**config.mk**
```make
export PLATFORM = sky130hd
export DESIGN_NAME = axi4_lite_read_slave_flat
export DESIGN_NICKNAME = d
export VERILOG_FILES = /design/src/rtl/axi4_lite_read_slave_pkg.sv /design/src/rtl/axi4_lite_read_slave_if.sv /design/src/rtl/axi4_lite_read_slave.sv /design/src/flat_wrapper.sv
export SDC_FILE = /design/constraint.sdc
export NUM_CORES = 1
export LEC_CHECK = 0
export ABC_AREA = 1
export CAP_MARGIN = 20
export CORE_MARGIN = 1.5
export CORE_UTILIZATION = 45
export CTS_CLUSTER_DIAMETER = 150
export CTS_CLUSTER_SIZE = 16
export DETAILED_ROUTE_END_ITERATION = 10
export GPL_ROUTABILITY_DRIVEN = 1
export HOLD_SLACK_MARGIN = 0.08
export PLACE_DENSITY = 0.85
export SYNTH_ARGS = -nofsm -noshare
export SYNTH_HDL_FRONTEND = slang
export SYNTH_SLANG_ARGS = --single-unit
```
**constraint.sdc**
```tcl
create_clock -name clk -period 3.1 [get_ports clk]
set_input_delay 0.465 -clock clk [delete_from_list [all_inputs] [get_ports clk]]
set_output_delay 0.465 -clock clk [all_outputs]
set_load 0.005 [all_outputs]
```
**src/rtl/axi4_lite_read_slave_pkg.sv**
```systemverilog
// Shared AXI4-Lite definitions: response codes and the read-responder state set.
// Used by the read slave, the existing read master and future write blocks.
package axi4_lite_pkg;

  localparam logic [1:0] RESP_OKAY   = 2'b00;
  localparam logic [1:0] RESP_EXOKAY = 2'b01;
  localparam logic [1:0] RESP_SLVERR = 2'b10;
  localparam logic [1:0] RESP_DECERR = 2'b11;

  typedef enum logic [1:0] {
    ST_IDLE,
    ST_LOCAL_REQ,
    ST_RESP
  } s_axi_read_states;

endpackage

```
**src/rtl/axi4_lite_read_slave_if.sv**
```systemverilog
// AXI4-Lite read channel plus the local req/ack read port seen by the read slave.
// The slave modport is the responder view; master is the requester/memory view.
interface axi4_lite_read_slave_if #(
  parameter int ADDR_WIDTH = 32,
  parameter int DATA_WIDTH = 32
);

  logic [ADDR_WIDTH-1:0] S_AXI_ARADDR;
  logic                  S_AXI_ARVALID;
  logic                  S_AXI_ARREADY;
  logic [DATA_WIDTH-1:0] S_AXI_RDATA;
  logic [1:0]            S_AXI_RRESP;
  logic                  S_AXI_RVALID;
  logic                  S_AXI_RREADY;

  logic                  mem_rd_req;
  logic [ADDR_WIDTH-1:0] mem_rd_addr;
  logic                  mem_rd_ack;
  logic [DATA_WIDTH-1:0] mem_rd_data;
  logic                  mem_rd_err;

  modport slave (
    input  S_AXI_ARADDR,
    input  S_AXI_ARVALID,
    output S_AXI_ARREADY,
    output S_AXI_RDATA,
    output S_AXI_RRESP,
    output S_AXI_RVALID,
    input  S_AXI_RREADY,
    output mem_rd_req,
    output mem_rd_addr,
    input  mem_rd_ack,
    input  mem_rd_data,
    input  mem_rd_err
  );

  modport master (
    output S_AXI_ARADDR,
    output S_AXI_ARVALID,
    input  S_AXI_ARREADY,
    input  S_AXI_RDATA,
    input  S_AXI_RRESP,
    input  S_AXI_RVALID,
    output S_AXI_RREADY,
    input  mem_rd_req,
    input  mem_rd_addr,
    output mem_rd_ack,
    output mem_rd_data,
    output mem_rd_err
  );

endinterface

```
**src/rtl/axi4_lite_read_slave.sv**
```systemverilog
// AXI4-Lite read responder: decodes one AR at a time against an address window,
// forwards in-window reads to a local req/ack port and answers with DECERR/SLVERR/OKAY.
module axi4_lite_read_slave
  import axi4_lite_pkg::*;
#(
  parameter int                    ADDR_WIDTH     = 32,
  parameter int                    DATA_WIDTH     = 32,
  parameter logic [ADDR_WIDTH-1:0] BASE_ADDR      = 32'h0000_0000,
  parameter logic [ADDR_WIDTH-1:0] ADDR_RANGE     = 32'h0000_1000,
  parameter int                    TIMEOUT_CYCLES = 16
) (
  input  logic                   clk,
  input  logic                   rst_n,
  axi4_lite_read_slave_if.slave  bus
);

  localparam int BYTE_LSB = $clog2(DATA_WIDTH / 8);
  localparam int CNT_W    = (TIMEOUT_CYCLES > 2) ? $clog2(TIMEOUT_CYCLES) : 1;
  localparam logic [CNT_W-1:0] CNT_LAST = CNT_W'(TIMEOUT_CYCLES - 1);

  if (TIMEOUT_CYCLES < 2) begin : g_bad_timeout
    $error("TIMEOUT_CYCLES must be at least 2");
  end
  if (DATA_WIDTH != 32 && DATA_WIDTH != 64) begin : g_bad_width
    $error("DATA_WIDTH must be 32 or 64");
  end
  if ((ADDR_RANGE & (ADDR_RANGE - 1'b1)) != '0) begin : g_bad_range
    $error("ADDR_RANGE must be a power of two");
  end
  if ((BASE_ADDR & (ADDR_RANGE - 1'b1)) != '0) begin : g_bad_base
    $error("BASE_ADDR must be aligned to ADDR_RANGE");
  end

  s_axi_read_states      state_reg, state_next;
  logic [CNT_W-1:0]      cnt_reg, cnt_next;
  logic                  arready_reg, arready_next;
  logic                  rvalid_reg, rvalid_next;
  logic [DATA_WIDTH-1:0] rdata_reg, rdata_next;
  logic [1:0]            rresp_reg, rresp_next;
  logic                  req_reg, req_next;
  logic [ADDR_WIDTH-1:0] mem_addr_reg, mem_addr_next;

  // Decode in ADDR_WIDTH+1 bits so a window touching the top of the map cannot wrap.
  logic [ADDR_WIDTH:0]   addr_ext;
  logic [ADDR_WIDTH:0]   base_ext;
  logic [ADDR_WIDTH:0]   limit_ext;
  logic                  in_window;
  logic [ADDR_WIDTH-1:0] offset;
  logic [ADDR_WIDTH-1:0] offset_aligned;

  assign addr_ext  = {1'b0, bus.S_AXI_ARADDR};
  assign base_ext  = {1'b0, BASE_ADDR};
  assign limit_ext = base_ext + {1'b0, ADDR_RANGE};
  assign in_window = (addr_ext >= base_ext) && (addr_ext < limit_ext);
  assign offset    = bus.S_AXI_ARADDR - BASE_ADDR;

  // Sub-word address bits are dropped; misaligned requests read the containing word.
  for (genvar gi = 0; gi < ADDR_WIDTH; gi++) begin : g_align
    if (gi < BYTE_LSB) begin : g_lo
      assign offset_aligned[gi] = 1'b0;
    end else begin : g_hi
      assign offset_aligned[gi] = offset[gi];
    end
  end

  always_comb begin
    state_next    = state_reg;
    cnt_next      = cnt_reg;
    arready_next  = arready_reg;
    rvalid_next   = rvalid_reg;
    rdata_next    = rdata_reg;
    rresp_next    = rresp_reg;
    req_next      = req_reg;
    mem_addr_next = mem_addr_reg;

    case (state_reg)
      ST_IDLE: begin
        arready_next = 1'b1;
        if (bus.S_AXI_ARVALID && arready_reg) begin
          arready_next = 1'b0;
          if (in_window) begin
            state_next    = ST_LOCAL_REQ;
            req_next      = 1'b1;
            mem_addr_next = offset_aligned;
            cnt_next      = '0;
          end else begin
            state_next  = ST_RESP;
            rvalid_next = 1'b1;
            rdata_next  = '0;
            rresp_next  = RESP_DECERR;
          end
        end
      end

      ST_LOCAL_REQ: begin
        // An ack on the final watchdog cycle still delivers its data.
        if (bus.mem_rd_ack) begin
          state_next  = ST_RESP;
          req_next    = 1'b0;
          cnt_next    = '0;
          rvalid_next = 1'b1;
          rdata_next  = bus.mem_rd_data;
          rresp_next  = bus.mem_rd_err ? RESP_SLVERR : RESP_OKAY;
        end else if (cnt_reg == CNT_LAST) begin
          state_next  = ST_RESP;
          req_next    = 1'b0;
          cnt_next    = '0;
          rvalid_next = 1'b1;
          rdata_next  = '0;
          rresp_next  = RESP_SLVERR;
        end else begin
          cnt_next = cnt_reg + CNT_W'(1);
        end
      end

      ST_RESP: begin
        if (bus.S_AXI_RREADY) begin
          state_next   = ST_IDLE;
          rvalid_next  = 1'b0;
          arready_next = 1'b1;
        end
      end

      default: begin
        state_next   = ST_IDLE;
        arready_next = 1'b0;
        rvalid_next  = 1'b0;
        req_next     = 1'b0;
        cnt_next     = '0;
      end
    endcase
  end

  always_ff @(posedge clk or negedge rst_n) begin
    if (!rst_n) begin
      state_reg    <= ST_IDLE;
      cnt_reg      <= '0;
      arready_reg  <= 1'b0;
      rvalid_reg   <= 1'b0;
      rdata_reg    <= '0;
      rresp_reg    <= RESP_OKAY;
      req_reg      <= 1'b0;
      mem_addr_reg <= '0;
    end else begin
      state_reg    <= state_next;
      cnt_reg      <= cnt_next;
      arready_reg  <= arready_next;
      rvalid_reg   <= rvalid_next;
      rdata_reg    <= rdata_next;
      rresp_reg    <= rresp_next;
      req_reg      <= req_next;
      mem_addr_reg <= mem_addr_next;
    end
  end

  assign bus.S_AXI_ARREADY = arready_reg;
  assign bus.S_AXI_RVALID  = rvalid_reg;
  assign bus.S_AXI_RDATA   = rdata_reg;
  assign bus.S_AXI_RRESP   = rresp_reg;
  assign bus.mem_rd_req    = req_reg;
  assign bus.mem_rd_addr   = mem_addr_reg;

endmodule

```
**src/flat_wrapper.sv**
```systemverilog
// flat-port wrapper written by rule: the top's interface ports become plain ports
module axi4_lite_read_slave_flat import axi4_lite_pkg::*;
#(
  parameter int                    ADDR_WIDTH     = 32,
  parameter int                    DATA_WIDTH     = 32,
  parameter logic [ADDR_WIDTH-1:0] BASE_ADDR      = 32'h0000_0000,
  parameter logic [ADDR_WIDTH-1:0] ADDR_RANGE     = 32'h0000_1000,
  parameter int                    TIMEOUT_CYCLES = 16
)
  (clk, rst_n, bus_S_AXI_ARADDR, bus_S_AXI_ARVALID, bus_S_AXI_ARREADY, bus_S_AXI_RDATA, bus_S_AXI_RRESP, bus_S_AXI_RVALID, bus_S_AXI_RREADY, bus_mem_rd_req, bus_mem_rd_addr, bus_mem_rd_ack, bus_mem_rd_data, bus_mem_rd_err);
  axi4_lite_read_slave_if #(.ADDR_WIDTH(ADDR_WIDTH), .DATA_WIDTH(DATA_WIDTH)) bus_i ();
  input  logic clk;
  input  logic rst_n;
  input wire logic [$bits(bus_i.S_AXI_ARADDR)-1:0] bus_S_AXI_ARADDR;
  input wire logic [$bits(bus_i.S_AXI_ARVALID)-1:0] bus_S_AXI_ARVALID;
  output wire logic [$bits(bus_i.S_AXI_ARREADY)-1:0] bus_S_AXI_ARREADY;
  output wire logic [$bits(bus_i.S_AXI_RDATA)-1:0] bus_S_AXI_RDATA;
  output wire logic [$bits(bus_i.S_AXI_RRESP)-1:0] bus_S_AXI_RRESP;
  output wire logic [$bits(bus_i.S_AXI_RVALID)-1:0] bus_S_AXI_RVALID;
  input wire logic [$bits(bus_i.S_AXI_RREADY)-1:0] bus_S_AXI_RREADY;
  output wire logic [$bits(bus_i.mem_rd_req)-1:0] bus_mem_rd_req;
  output wire logic [$bits(bus_i.mem_rd_addr)-1:0] bus_mem_rd_addr;
  input wire logic [$bits(bus_i.mem_rd_ack)-1:0] bus_mem_rd_ack;
  input wire logic [$bits(bus_i.mem_rd_data)-1:0] bus_mem_rd_data;
  input wire logic [$bits(bus_i.mem_rd_err)-1:0] bus_mem_rd_err;
  assign bus_i.S_AXI_ARADDR = bus_S_AXI_ARADDR;
  assign bus_i.S_AXI_ARVALID = bus_S_AXI_ARVALID;
  assign bus_S_AXI_ARREADY = bus_i.S_AXI_ARREADY;
  assign bus_S_AXI_RDATA = bus_i.S_AXI_RDATA;
  assign bus_S_AXI_RRESP = bus_i.S_AXI_RRESP;
  assign bus_S_AXI_RVALID = bus_i.S_AXI_RVALID;
  assign bus_i.S_AXI_RREADY = bus_S_AXI_RREADY;
  assign bus_mem_rd_req = bus_i.mem_rd_req;
  assign bus_mem_rd_addr = bus_i.mem_rd_addr;
  assign bus_i.mem_rd_ack = bus_mem_rd_ack;
  assign bus_i.mem_rd_data = bus_mem_rd_data;
  assign bus_i.mem_rd_err = bus_mem_rd_err;
  axi4_lite_read_slave #(.ADDR_WIDTH(ADDR_WIDTH), .DATA_WIDTH(DATA_WIDTH), .BASE_ADDR(BASE_ADDR), .ADDR_RANGE(ADDR_RANGE), .TIMEOUT_CYCLES(TIMEOUT_CYCLES)) u_core (.clk(clk), .rst_n(rst_n), .bus(bus_i));
endmodule
```
# --- Word-level counts from Yosys, hierarchy flattened ---
# Index checks and enable logic that the tools add are counted.
op_classes:
  n_addsub: 1
  order_cmp: 2
  eq_ne: 8
  n_mux: 35
  bitwise: 2
  reduce_logical: 11
ops:
  columns: ["op", "n"]
  rows:
  - ["$mux W32", 4]
  - ["$pmux W32 S2", 1]
  - ["$ge A32 B1 Y1 const B", 1]
  - ["$lt A32 B13 Y1 const B", 1]
  - ["$mux W2", 9]
  - ["$mux W4", 4]
  - ["$pmux W4 S3", 1]
  - ["$reduce_and A4 Y1", 3]
  - ["$mux W1", 11]
  - ["$pmux W1 S3", 3]
  - ["$reduce_and A3 Y1", 3]
  - ["$pmux W2 S3", 1]
  - ["$add A4 B1 Y4 const B", 1]
  - ["$eq A4 B4 Y1 const B", 1]
  - ["$ne A2 B1 Y1 const B", 2]
  - ["$ne A2 B2 Y1 const B", 2]
  - ["$pmux W2 S2", 1]
  - ["$ne A3 B2 Y1 const B", 1]
  - ["$eq A2 B1 Y1 const B", 1]
  - ["$eq A2 B2 Y1 const B", 1]
  - ["$logic_and A1 B1 Y1", 2]
  - ["$logic_not A2 Y1", 1]
  - ["$not A1 Y1", 2]
  - ["$reduce_and A2 Y1", 1]
  - ["$reduce_bool A2 Y1", 1]
totals:
  reg_bits: 73
  in_bits: 70
  output_inout_bits: 69
  wordCells: 67

# --- Longest topological paths before layout ---
# Gate-level depths: netlist of run 1.
logic_depth:
  ltp_word: 5
  depth_mapped: 9
  mapped_depth_nobuf: 8

# --- Worst setup path before layout of run 1 ---
# OpenSTA, ideal clock, no wires.
synth_timing:
  path_type: "input to register"
  startpoint: "input bus_S_AXI_ARADDR[29]"
  endpoint: "register u_core.mem_addr_reg[12] (netlist: u_core.bus.mem_rd_addr[12])"
  setup_ns: 0.116
  t_arrival_ns: 1.317
  required_ns: 2.984
  path_slack_ns: 1.666
  path_stages: 6
  path_buffers: 1
  cell_sequence: "or2_1 -> nor2_1 -> nand4_1 -> nor2_2 -> buf_4 -> nor2_1"
synth_via:
  elab_chain_cells: 3
  word_cells_on_any_way: 4
  classes_between: "order compare: 2; reduce/logical: 2"
synth_lines:
  columns: ["item", "line_no", "text"]
  rows:
  - ["start: declaration", "flat_wrapper.sv:14", "input wire logic [$bits(bus_i.S_AXI_ARADDR)-1:0] bus_S_AXI_ARADDR;"]
  - ["$ge A32 B1 Y1 / $lt A32 B13 Y1 (equally long branches)", "axi4_lite_read_slave.sv:54", "assign in_window = (addr_ext >= base_ext) && (addr_ext < limit_ext);"]
  - ["$logic_and A1 B1 Y1 *", "axi4_lite_read_slave.sv:54", null]
  - ["$reduce_and A3 Y1 (no line) *", null, null]
  - ["end signal: assignment", "axi4_lite_read_slave.sv:152", "mem_addr_reg <= mem_addr_next;"]
  - ["end: declaration", "axi4_lite_read_slave.sv:41", "logic [ADDR_WIDTH-1:0] mem_addr_reg, mem_addr_next;"]
# Mark *: on every way between the ends. The rest lies on a longest branch, timed or not.
# A chain may end at the register's enable or synchronous reset.

# --- Worst setup path after layout of run 1 ---
layout_timing:
  startpoint: "input bus_mem_rd_ack"
  endpoint: "register u_core.rdata_reg[25] (netlist: u_core.bus.S_AXI_RDATA[25])"
layout_via:
  elab_chain_cells: 2
  word_cells_on_any_way: 4
  classes_between: "eq/ne: 1; mux: 2; reduce/logical: 1"
layout_lines:
  columns: ["item", "line_no", "text"]
  rows:
  - ["start: declaration", "flat_wrapper.sv:23", "input wire logic [$bits(bus_i.mem_rd_ack)-1:0] bus_mem_rd_ack;"]
  - ["$ne A3 B2 Y1 (no line) / $mux W32 (equally long branches)", null, null]
  - ["$reduce_and A4 Y1 (no line) / $pmux W32 S2 (equally long branches)", null, null]
  - ["end signal: assignment", "axi4_lite_read_slave.sv:149", "rdata_reg <= rdata_next;"]
  - ["end: declaration", "axi4_lite_read_slave.sv:38", "logic [DATA_WIDTH-1:0] rdata_reg, rdata_next;"]
# Parallel ways exist; a longest one is shown, timed or not.

==> results.json, run 1 <==
{
  "cp_slowest_stage_delay_ns": 0.46,
  "die_area_um2": 7650,
  "cts.hold.buffers_added": 0,
  "vias": 2638,
  "r2r-end": "u_core.bus.S_AXI_RDATA[25]",
  "dp_hpwl_mm": 5.36,
  "std_cell_rows": 30,
  "synth_area_leaders": "dfrtp_1, nand2_1, nand3_2, nor2_1, inv_1",
  "syn_avg_cell_area_um2": 9.52,
  "grt_pass1_wl_mm": 11.9,
  "fp.dieW_um": 87.5,
  "gp_congestion": 0.782,
  "finish.utilization_pct": 70.1,
  "final_nets": 543,
  "cts_root_buffer": "clkbuf_8",
  "wl_mm": 7.47,
  "yosysMostFrequentCell": "nand2_1",
  "grt.overflow.total": 0,
  "cp_num_buf_inv": 3,
  "syn_inst": 337,
  "slew_headroom_pct": 39.1,
  "place_area_um2": 4560,
  "fin_crit_ns": 1.90,
  "n_antenna_cell": 0,
  "grt_max_degree": 74,
  "worstPathArrival_ns": 2.12,
  "fillers": 541,
  "clkSinkCount": 73,
  "drt_iter0_markers": 104,
  "path_cells": "clkdlybuf4s50_1 -> inv_1 -> nand3_4 -> inv_2 -> nor2_4 -> nand3_4 -> nand3_1 -> nand2_1",
  "htree_num_levels": 3,
  "wire_per_inst_um": 13.0,
  "path_delay_family": "simple AND/OR/NAND/NOR gates",
  "postCtsSetupBuffers": 0,
  "finalHoldViolCount": 0,
  "ys_types": 23,
  "yosysTopAreaCell": "dfrtp_1",
  "final_cells": 573,
  "rr_worst_depth": 8,
  "cts_buffers": 9,
  "drv_cap": 0,
  "cp.required_ns": 3.32,
  "placedCellCount": 557,
  "synth-seq-cells": 73,
  "rsz0062_at_grt": "no",
  "synthesis.area_um2": 3210,
  "drc": 0,
  "largest_reg_flops": 32,
  "port_buffers": 134,
  "p_leak_uw": 0.00235,
  "cts_resized": 0,
  "ir_drop_v": 0.000271,
  "worstSkewPairLatency_ns": 0.34,
  "worst_pin_slew_ns": 0.914,
  "status": "finished clean",
  "fin_tns_setup_ns": 0,
  "clk_pin_slew_ns": 0.08,
  "crit_path_start_kind": "input pin",
  "rrSetupSlack_ns": 1.23,
  "core_um2": 6830,
  "hold_class": "input pin to asynchronous set/reset pin",
  "critPathMostFrequentCell": "nand3_4",
  "start_util_pct": 47.0,
  "antenna_found_initial": 0,
  "synthTopCellsByCount": "nand2_1, dfrtp_1, nor2_1",
  "ant_nets": 0,
  "design_area_um2": 4790,
  "synthFlopType": "dfrtp_1",
  "setup_violations": 0,
  "cts_tree": "done",
  "synth_top_area_share_pct": 56.9,
  "worst_setup_path_end_kind": "register",
  "ctsLongestPathBuffers": 2,
  "layout-drive-gt1-share_pct": 13.6,
  "syn2layout_area_growth_pct": 49.2,
  "reg2reg_from": "u_core.cnt_reg[0]",
  "ys_seq_area_share_pct": 56.9,
  "ys_warn_count": 0,
  "worstPathMaxFanout": 34,
  "skew_ns": 0.00839,
  "p_per_area_nw_per_um2": 471,
  "crit_slowest_cell": "clkdlybuf4s50_1",
  "synth_edf_count": 0,
  "fmax_mhz": 527,
  "drv_slew": 0,
  "whs_ns": 0.226,
  "io_pins": 139,
  "die_height_um": 87.5,
  "grt_use_total_pct": 20.1,
  "via_per_inst": 4.60,
  "worst-setup-path-type": "input pin to register",
  "async_reset_ff_share_pct": 100,
  "period_share_pct": 61.2,
  "first_global_vias": 2708,
  "drt_pass1_iterations": 4
}
[through the flow]
step | power (µW) | setup slack [ns]
after CTS | 2290 | 1.19
after global placement | 1430 | 0.889
after detailed placement | 1440 | 0.841
after global routing | 2360 | 1.04
after floorplan | 1340 | 1.67
final | 2260 | 1.20
[where the power goes]
group | leakage (µW) | internal (µW) | switching, µW
Clock | 0.000113 | 478 | 362
Combinational | 0.00134 | 171 | 243
Sequential | 0.000900 | 979 | 23.6
Total | 0.00235 | 1630 | 628
[cell type report]
class / instances / area, µm² / share of cell area (%)
sequential: 73 / 1830 / 38.1
tap: 96 / 120 / 2.51
clock buffer: 10 / 138 / 2.87
inverter: 28 / 105 / 2.19
clock inverter: 6 / 90.1 / 1.88
timing repair buffer: 137 / 1370 / 28.7
multi-input combinational: 223 / 1130 / 23.7
[worst max-delay path by stage]
stage                                            end  cells after the start  slack, ns                  from
after floorplan           u_core.bus.mem_rd_addr[12]                      6       1.67  bus_S_AXI_ARADDR[29]
after global placement    u_core.bus.S_AXI_RDATA[25]                      8       0.89        bus_mem_rd_ack
after detailed placement  u_core.bus.S_AXI_RDATA[24]                      8       0.84        bus_mem_rd_ack
after CTS                 u_core.bus.S_AXI_RDATA[25]                      8       1.19        bus_mem_rd_ack
after global routing      u_core.bus.S_AXI_RDATA[24]                      8       1.04     u_core.cnt_reg[0]
final                     u_core.bus.S_AXI_RDATA[25]                      8       1.20        bus_mem_rd_ack
[worst reg2reg max path, delay by kind of cell, from the launching register on]
family / cells / cell delay [ns]
simple gates: 6 / 1.10
flops: 1 / 0.39
fa+ha+maj: 1 / 0.21
buf+inv: 1 / 0.06
[cell families (layout without fill, tap and decap cells)]
| logic type | after synthesis | after routing | share of synthesized area, % |
|---|---|---|---|
| DFF | 73 | 73 | 56.9 |
| adders and majority gates | 1 | 1 | 0.390 |
| AOI/OAI and AO/OA | 4 | 4 | 0.624 |
| buffers and inverters | 42 | 181 | 7.84 |
| xor gates and xnor gates | 1 | 1 | 0.273 |
| and+or+nand+nor | 215 | 215 | 33.8 |
| other | 1 | 2 | 0.117 |
[cells in the final DEF, fill, tap and decap left out, drive strengths merged]
master / n
o21ai: 4
or2: 3
nand3b: 1
clkdlybuf4s50: 133
clkbuf: 10
buf: 4
conb: 2
ha: 1
nand2: 128
xor2: 1
clkinvlp: 1
nand4: 2
inv: 29
dfrtp: 73
nor2: 39
nand3: 42
clkinv: 2
bufinv: 2
[per-layer routing]
layer | track usage (%) | vias up | part of all wire, %
met1 | 23.2 | 1231 | 40
met3 | 5.12 | 9 | 7.4
li1 | - | 1301 | -
met5 | 0 | - | 0
met4 | 6.49 | 0 | 1.0
met2 | 36.4 | 97 | 51
Power figures use the tool's default switching activity.
==> run 2, diff against run 1 <==
--- a/config.mk
+++ b/config.mk
@@ -8,13 +8,13 @@
 export ABC_AREA = 1
 export CAP_MARGIN = 20
 export CORE_MARGIN = 1.5
-export CORE_UTILIZATION = 45
+export CORE_UTILIZATION = 38
 export CTS_CLUSTER_DIAMETER = 150
 export CTS_CLUSTER_SIZE = 16
 export DETAILED_ROUTE_END_ITERATION = 10
 export GPL_ROUTABILITY_DRIVEN = 1
 export HOLD_SLACK_MARGIN = 0.08
-export PLACE_DENSITY = 0.85
+export PLACE_DENSITY = 0.76
 export SYNTH_ARGS = -nofsm -noshare
 export SYNTH_HDL_FRONTEND = slang
 export SYNTH_SLANG_ARGS = --single-unit
==> constraint.sdc (replaced) <==
create_clock -name clk -period 1.7 [get_ports clk]
set_input_delay 0.255 -clock clk [delete_from_list [all_inputs] [get_ports clk]]
set_output_delay 0.255 -clock clk [all_outputs]
set_load 0.005 [all_outputs]
==> run 2 against run 1 <==
Effect of this change:
- die area increased by 18%
- clock skew grew 0.0037 ns
- final area grew 2.9%
- global-route usage decreased by 3.3 points
- critical endpoint unchanged
==> results.json, run 2 (same netlist as run 1, synthesis figures left out) <==
{
  "status": "finished clean",
  "cts_tree": "done",
  "pre_cts_ws_ns": -0.123,
  "gp_congestion": 0.838,
  "die_area_um2": 9010,
  "reg2reg_from": "u_core.cnt_reg[0]",
  "skew_ns": 0.0121,
  "path_cells": "ha_1 -> nand3_2 -> nand3_4 -> buf_4 -> nand2_2 -> buf_12 -> nand3_1 -> nand2_1",
  "wire_per_inst_um": 12.4,
  "n_antenna_cell": 0,
  "fp.dieW_um": 94.9,
  "cp.required_ns": 1.97,
  "via_per_inst": 4.45,
  "layout-drive-gt1-share_pct": 15.2,
  "grt_use_total_pct": 16.9,
  "final_nets": 553,
  "dp_hpwl_mm": 5.54,
  "std_cell_rows": 33,
  "crit_slowest_cell": "dfrtp_1",
  "rrSetupSlack_ns": 0.14,
  "fmax_mhz": 641,
  "drv_cap": 0,
  "worst-setup-path-type": "register to register",
  "drv_slew": 0,
  "p_per_area_nw_per_um2": 845,
  "finalHoldViolCount": 0,
  "drc": 0,
  "cts_buffers": 9,
  "rr_worst_depth": 8,
  "cts_resized": 0,
  "postCtsSetupBuffers": 0,
  "ir_drop_v": 0.000420,
  "syn2layout_area_growth_pct": 53.5,
  "cts_root_buffer": "clkbuf_8",
  "start_util_pct": 39.1,
  "worstPathMaxFanout": 34,
  "first_global_vias": 2686,
  "largest_reg_flops": 32,
  "period_share_pct": 91.7,
  "vias": 2635,
  "drt_pass1_iterations": 4,
  "whs_ns": 0.321,
  "worstSkewPairLatency_ns": 0.34,
  "r2r-end": "u_core.bus.S_AXI_RDATA[25]",
  "p_leak_uw": 0.00241,
  "clkSinkCount": 73,
  "worstPathArrival_ns": 1.83,
  "ctsLongestPathBuffers": 2,
  "setup_violations": 0,
  "fin_crit_ns": 1.56,
  "core_um2": 8220,
  "worst_slack_ns": 0.140,
  "drt_iter0_markers": 97,
  "ant_nets": 0,
  "grt.overflow.total": 0,
  "antenna_found_initial": 0,
  "final_common_cell": "clkdlybuf4s50_1",
  "io_pins": 139,
  "clk_pin_slew_ns": 0.08,
  "worst_setup_path_end_kind": "register",
  "cp_slowest_stage_delay_ns": 0.42,
  "final_cell_mix": "clkdlybuf4s50_1, nand2_1, dfrtp_1",
  "die_height_um": 94.9,
  "htree_num_levels": 3,
  "port_buffers": 134,
  "grt_pass1_wl_mm": 11.8,
  "crit_path_start_kind": "register",
  "design_area_um2": 4930,
  "wl_mm": 7.33,
  "rsz0062_at_grt": "no",
  "grt_max_degree": 35,
  "hold_class": "input pin to asynchronous set/reset pin",
  "place_area_um2": 4700
}
-- run 2: cell types whose count changed in the layout (fill, tap and decap cells not counted), sizes merged --
cell	change
dlygate4sd3	+1
bufinv	-1
buf	+9
clkinvlp	+1
clkinv	-1
clkbuf	+1
-- run 2: per-layer routing --
layer,vias to the layer above,share of wire (%),global-route usage [%]
met3,11,6.5,4.19
met2,78,50,29.5
met5,-,0,0
met1,1228,42,19.9
li1,1318,-,-
met4,0,1.7,6.47
-- run 2: power breakdown --
group / internal, µW / switching, µW / total, µW / leakage (µW)
Sequential: 1790 / 42.1 / 1830 / 0.000900
Clock: 766 / 642 / 1410 / 0.000102
Combinational: 452 / 474 / 925 / 0.00140
Total: 3000 / 1160 / 4160 / 0.00241
-- run 2: what timing repair did --
item	CTS	global route
hold buffers	1	0
hold endpoints to repair	49	0
setup endpoints to repair	0	0
-- run 2: through the flow --
step                      cells  power (µW)  TNS (ns)  utilization [%]
after detailed placement    575        2790     -4.28             57.2
final                       592        4160         0             60.0
after global placement      575        2780     -2.21             57.2
after global routing        592        4370         0             60.0
after CTS                   592        4230         0             60.0
after floorplan             338        2440         0                -
-- run 2: critical path: cells and delay by family, from the launching register on --
| kind | cells | cell delay (ns) |
|---|---|---|
| simple gates | 5 | 0.43 |
| flops | 1 | 0.42 |
| buf+inv | 2 | 0.40 |
| fa+ha+maj | 1 | 0.25 |
-- run 2: final cells by class --
cell class | count | area [µm²]
clock buffer | 11 | 151
timing repair buffer | 147 | 1510
tap | 105 | 131
fill | 719 | 3290
clock inverter | 5 | 62.6
inverter | 28 | 105
sequential | 73 | 1830
multi-input combinational | 223 | 1130
-- run 2: how the worst max path moves through the flow --
| stage | startpoint | to | slack, ns | cells after the start |
|---|---|---|---|---|
| 3_5_place_dp | bus_S_AXI_ARADDR[29] | u_core.bus.mem_rd_addr[7] | -0.12 | 8 |
| 6_report | u_core.cnt_reg[0] | u_core.bus.S_AXI_RDATA[25] | 0.14 | 8 |
| 2_1_floorplan | u_core.cnt_reg[0] | u_core.bus.S_AXI_RDATA[0] | 0.30 | 9 |
| 3_3_place_gp | bus_S_AXI_ARADDR[29] | u_core.bus.mem_rd_addr[11] | -0.07 | 8 |
| 4_1_cts | u_core.cnt_reg[0] | u_core.bus.S_AXI_RDATA[25] | 0.13 | 8 |
| 5_1_grt | u_core.cnt_reg[0] | u_core.bus.S_AXI_RRESP[1] | 0.05 | 8 |
